**src/rtl/fb_arbiter.sv**
```systemverilog
// Single-port framebuffer arbiter: scan-out reads have priority over buffered SDIO
// pixel writes, with a starvation guard that forces a write after a bounded read run.
module fb_arbiter #(
    parameter  int ADDR_W       = 17,
    parameter  int DATA_W       = 16,
    parameter  int WFIFO_DEPTH  = 8,
    parameter  int STARVE_LIMIT = 16,
    localparam int LVL_W        = $clog2(WFIFO_DEPTH) + 1,
    localparam int SC_W         = $clog2(STARVE_LIMIT + 1)
) (
    input  logic              clk_pix,
    input  logic              rst,
    input  logic              wr_valid,
    input  logic [ADDR_W-1:0] wr_addr,
    input  logic [DATA_W-1:0] wr_data,
    output logic              wr_ready,
    input  logic              rd_valid,
    input  logic [ADDR_W-1:0] rd_addr,
    output logic              rd_ready,
    output logic              rd_data_valid,
    output logic [DATA_W-1:0] rd_data,
    output logic              mem_en,
    output logic              mem_we,
    output logic [ADDR_W-1:0] mem_addr,
    output logic [DATA_W-1:0] mem_wdata,
    input  logic [DATA_W-1:0] mem_rdata,
    output logic [LVL_W-1:0]  wr_level,
    output logic [SC_W-1:0]   starve_cnt
);

    localparam int               PTR_W    = $clog2(WFIFO_DEPTH);
    localparam logic [LVL_W-1:0] FULL_LVL = LVL_W'(WFIFO_DEPTH);
    localparam logic [SC_W-1:0]  SC_MAX   = SC_W'(STARVE_LIMIT);

    typedef enum logic [1:0] {
        GNT_IDLE,
        GNT_READ,
        GNT_WRITE,
        GNT_FORCE
    } grant_e;

    grant_e             grant;
    logic [ADDR_W-1:0]  fifo_addr [WFIFO_DEPTH];
    logic [DATA_W-1:0]  fifo_data [WFIFO_DEPTH];
    logic [PTR_W-1:0]   head;
    logic [PTR_W-1:0]   tail;
    logic               fifo_empty;
    logic               push;
    logic               pop;
    logic [1:0]         rd_pipe;

    // Ready depends only on registered occupancy, so a full FIFO refuses even when popping.
    assign wr_ready   = (wr_level != FULL_LVL);
    assign fifo_empty = (wr_level == '0);
    assign push       = wr_valid && wr_ready;

    // NOTE: every signal written here gets a default first, so no latch can be inferred.
    always_comb begin
        grant = GNT_IDLE;
        if (!fifo_empty && starve_cnt == SC_MAX) begin
            grant = GNT_FORCE;
        end else if (rd_valid) begin
            grant = GNT_READ;
        end else if (!fifo_empty) begin
            grant = GNT_WRITE;
        end
    end

    assign pop      = (grant == GNT_FORCE) || (grant == GNT_WRITE);
    assign rd_ready = (grant == GNT_READ);

    // NOTE: FIFO storage is not reset; occupancy and pointers alone define which entries are live.
    always_ff @(posedge clk_pix) begin
        if (push) begin
            fifo_addr[tail] <= wr_addr;
            fifo_data[tail] <= wr_data;
        end
    end

    always_ff @(posedge clk_pix) begin
        if (rst) begin
            head     <= '0;
            tail     <= '0;
            wr_level <= '0;
        end else begin
            if (push) tail <= tail + 1'b1;
            if (pop)  head <= head + 1'b1;
            case ({push, pop})
                2'b10:   wr_level <= wr_level + 1'b1;
                2'b01:   wr_level <= wr_level - 1'b1;
                default: wr_level <= wr_level;
            endcase
        end
    end

    // Counts read wins that overtook a pending write; any write or an empty FIFO clears it.
    always_ff @(posedge clk_pix) begin
        if (rst) begin
            starve_cnt <= '0;
        end else if (pop || fifo_empty) begin
            starve_cnt <= '0;
        end else if (grant == GNT_READ && starve_cnt != SC_MAX) begin
            starve_cnt <= starve_cnt + 1'b1;
        end
    end

    always_ff @(posedge clk_pix) begin
        if (rst) begin
            mem_en    <= 1'b0;
            mem_we    <= 1'b0;
            mem_addr  <= '0;
            mem_wdata <= '0;
        end else begin
            case (grant)
                GNT_READ: begin
                    mem_en   <= 1'b1;
                    mem_we   <= 1'b0;
                    mem_addr <= rd_addr;
                end
                GNT_WRITE, GNT_FORCE: begin
                    mem_en    <= 1'b1;
                    mem_we    <= 1'b1;
                    mem_addr  <= fifo_addr[head];
                    mem_wdata <= fifo_data[head];
                end
                default: begin
                    mem_en <= 1'b0;
                    mem_we <= 1'b0;
                end
            endcase
        end
    end

    // rd_pipe[0] marks the issue cycle, rd_pipe[1] the cycle mem_rdata is valid.
    always_ff @(posedge clk_pix) begin
        if (rst) begin
            rd_pipe       <= '0;
            rd_data_valid <= 1'b0;
            rd_data       <= '0;
        end else begin
            rd_pipe       <= {rd_pipe[0], grant == GNT_READ};
            rd_data_valid <= rd_pipe[1];
            if (rd_pipe[1]) rd_data <= mem_rdata;
        end
    end

endmodule

```
**config.mk**
```make
export PLATFORM = sky130hd
export DESIGN_NAME = fb_arbiter
export DESIGN_NICKNAME = d
export VERILOG_FILES = /design/src/rtl/fb_arbiter.sv
export SDC_FILE = /design/constraint.sdc
export NUM_CORES = 1
export LEC_CHECK = 0
export ABC_AREA = 1
export ABC_CLOCK_PERIOD_IN_PS = 3600
export CAP_MARGIN = 10
export CORE_AREA = 2 2 167 169
export DETAILED_ROUTE_END_ITERATION = 16
export DIE_AREA = 0 0 169 171
export GPL_TIMING_DRIVEN = 1
export HOLD_SLACK_MARGIN = 0.12
export PLACE_DENSITY = 0.69
export SYNTH_ARGS = -nofsm -noshare
export SYNTH_HDL_FRONTEND = slang
export SYNTH_SLANG_ARGS = --single-unit
```
**constraint.sdc**
```tcl
create_clock -name clk_pix -period 3.6 [get_ports clk_pix]
set_clock_uncertainty 0.05 [all_clocks]
set_input_delay 0.54 -clock clk_pix [delete_from_list [all_inputs] [get_ports clk_pix]]
set_output_delay 0.54 -clock clk_pix [all_outputs]
set_load 0.03 [all_outputs]
```
==> results.md <==
* Finished Cell Area at 15900 µm²
* Post-CTS setup buffer count at 0
* Leakage at 0.00567 µW
* DRT antenna net count at 0
* Critical Path AT at 2.29 ns
* Synth Register Bits at 336
* CP Capture Type: output port
* Cell taking the most area after synthesis: edfxtp_1
* DRC viols at 0
* Slew headroom at 32.8%
* Root Driver: clkbuf_16
* Crit start category: flop
* CTS Buf Count at 35
* RR Startpoint: starve_cnt[0]
* MaxCap Viol Count at 0
* Post-Synth XOR/XNOR Area at 0.200%
* Starting DRT DRC Count at 859
* Synth Area in Adders at 0.668%
* Fin nets at 1327
* CTS resizes at 0
* Synth cell count leaders: edfxtp_1, nor2_1, o21ai_0
* Hold Path Class: flop to flop
* I/O Pins at 133
* CTS Hold Buffers Added at 0
* Max Transition Viols Final at 0
* CP startpoint: starve_cnt[0]
* Most frequent cell after synthesis: edfxtp_1
* Port bufs at 132
* Remaining global-route overflow at 0
* Hold Path Depth at 2
* CTS sink cnt at 336
* Gpl congestion at 0.832
* DR pass1 iterations at 5
* Die width at 169 µm
* Syn Inst Count at 1124
* Core box area at 27300 µm²
* Synth top area cells: edfxtp_1, dfxtp_1, o21ai_0
* Reg2Reg Setup Slack at 1.21 ns
* Worst-Margin Slew at 1.01 ns
* Cells on worst reg2reg path at 15
* Via count at 8716
* Status: complete, no violations
* Worst-skew pair later-pin latency at 0.51 ns
* Synth warn at 0
* Number of placement rows at 61
* RSZ-0062 raised after global routing: false
* Htree depth at 2
* Mux contribution to synthesized area at 0%
* Hpwl dp at 16.8 mm
* Pwr/cell area at 696 nW/µm²
* Final setup viols at 0
* Syn_area_per_cell at 11.7 µm²
* Placed insts at 1558
* Yosys top cell area share at 60.5%
* Height of the die at 171 µm
* Share of cells above drive strength 1 at 8.22%
* Die area at 28900 µm²
* CP endpoint: rd_ready
* Initial core utilization at 48.0%
* Period minus WS final at 2.88 ns
* RR Endpoint: wr_level[3]
* Simple-gate share of the synthesized area at 11.4%
* Finished Layout Cells at 1624
* CP Data Required Time at 3.01 ns
* Crit-path max FO at 14
* Placed inst area at 14700 µm²
* Setup CP Type: flop to output port
* Reg clk slew, reported paths at 0.06 ns
* Vias per cell at 5.37
* Peak VDD IR at 0.000338 V
* Global-route wire length before repair at 45.2 mm
* WL/cell at 17.8 µm
* Syn Nets at 1201
* Mapped Area at 13100 µm²
* Total track usage at 20.0%
* FFs w/ async S/R, synth at 0%
* CTS tree: built
* Number of synthesized flops with an enable pin at 264
* Largest net degree at the start of global routing at 80
* Clock Path Buffers at 3
* Main synth FF type: edfxtp_1
* Layout area overhead at 21.6%
* Vias in the first global route at 8360
* Largest family of logic cells by synthesized area: compound AO/OA/AOI/OAI gates
* Hold Violations, Final at 0
* Initial antenna violation count at 1
* Setup TNS at 0 ns
* Post-synthesis sequential area ratio at 71.5%
* Netlist cell types at 31
* Post-route clock period utilization at 80.1%
* F_max at 0.347 GHz
* Synth Area in Compound Gates at 11.8%
* Drt total wl at 28.9 mm
==> critical path, cell delays in order (launching register included) <==
cell	delay, ns
dfxtp_1	0.39
inv_1	0.06
ha_1	0.20
nand2_1	0.06
inv_1	0.05
nand3_1	0.07
nand2_1	0.05
buf_4	0.19
inv_1	0.06
clkdlybuf4s50_1	0.66
==> where the power goes <==
| group | internal, µW | switching (µW) | total (µW) | leakage (µW) |
|---|---|---|---|---|
| Sequential | 4510 | 187 | 4700 | 0.00299 |
| Clock | 2140 | 1430 | 3570 | 0.000580 |
| Combinational | 953 | 1880 | 2830 | 0.00210 |
| Total | 7610 | 3490 | 11100 | 0.00567 |
==> placed cells by master (no fill, tap or decap), types with 2 or more instances in the layout <==
cell type          n
dfxtp_1           69
clkbuf_16         36
clkdlybuf4s50_1  132
o21ai_1           18
clkbuf_8           8
bufinv_16          2
buf_12             4
o21ai_0          144
ha_1               7
clkbuf_1           3
nor2_1           181
dfxtp_2            3
a21oi_1           86
o211ai_1          38
clkinv_1           9
nor2_4             9
edfxtp_1         264
inv_2              4
clkinv_2           7
nor2_2             6
inv_1             45
buf_4             19
nand3_1           49
nand2_1          118
xor2_1             2
nand4_1            4
==> cells by family (layout without fill, tap and decap cells) <==
| logic type | after synthesis | count (layout) |
|---|---|---|
| AOI/OAI and AO/OA | 288 | 288 |
| xor gates and xnor gates | 3 | 3 |
| and+or+nand+nor | 370 | 370 |
| other | 0 | 1 |
| buffers and inverters | 120 | 273 |
| DFF | 336 | 336 |
| adders and majority gates | 7 | 7 |
==> per-layer routing <==
metal  global-route usage, %  wire length [µm]
met4                    5.13               402
met1                    28.0             13000
met5                       0                 0
met3                    3.68              1930
met2                    32.4             13500
==> worst min path at each step <==
stage	startpoint	endpoint	slack [ns]
final	rd_pipe[0]	rd_pipe[1]	0.36
after global routing	rd_pipe[0]	rd_pipe[1]	0.37
after floorplan	rd_pipe[0]	rd_pipe[1]	0.34
after global placement	rd_pipe[0]	rd_pipe[1]	0.34
after CTS	rd_pipe[0]	rd_pipe[1]	0.36
after detailed placement	rd_pipe[0]	rd_pipe[1]	0.35
==> cell type report <==
cell class,count,area [µm²]
Antenna cell,1,2.50
Sequential cell,336,9370
Fill cell,2162,11400
Clock inverter,17,146
Timing Repair Buffer,155,1540
Tap cell,346,433
Multi-Input combinational cell,668,3210
Clock buffer,47,1020
Inverter,54,205
==> flip-flops by register name, summed over array words and instances (netlist names), 4 cells and up, named ones only <==
signal / cells
rd_data: 16
wr_level: 4
mem_wdata: 16
fifo_addr: 136
mem_addr: 17
starve_cnt: 5
fifo_data: 128
==> stage by stage <==
stage          util (%)  hold slack, ns  power (µW)  worst slack, ns
6_report           58.3           0.358       11100            0.716
5_1_grt            58.3           0.375       11700            0.575
4_1_cts            58.3           0.360       11100            0.692
3_5_place_dp       54.0           0.352        7580            0.829
3_3_place_gp       54.0           0.340        7520            0.837
2_1_floorplan         -           0.338        6660            0.320
Note: power is estimated with default switching activity, not from simulation.
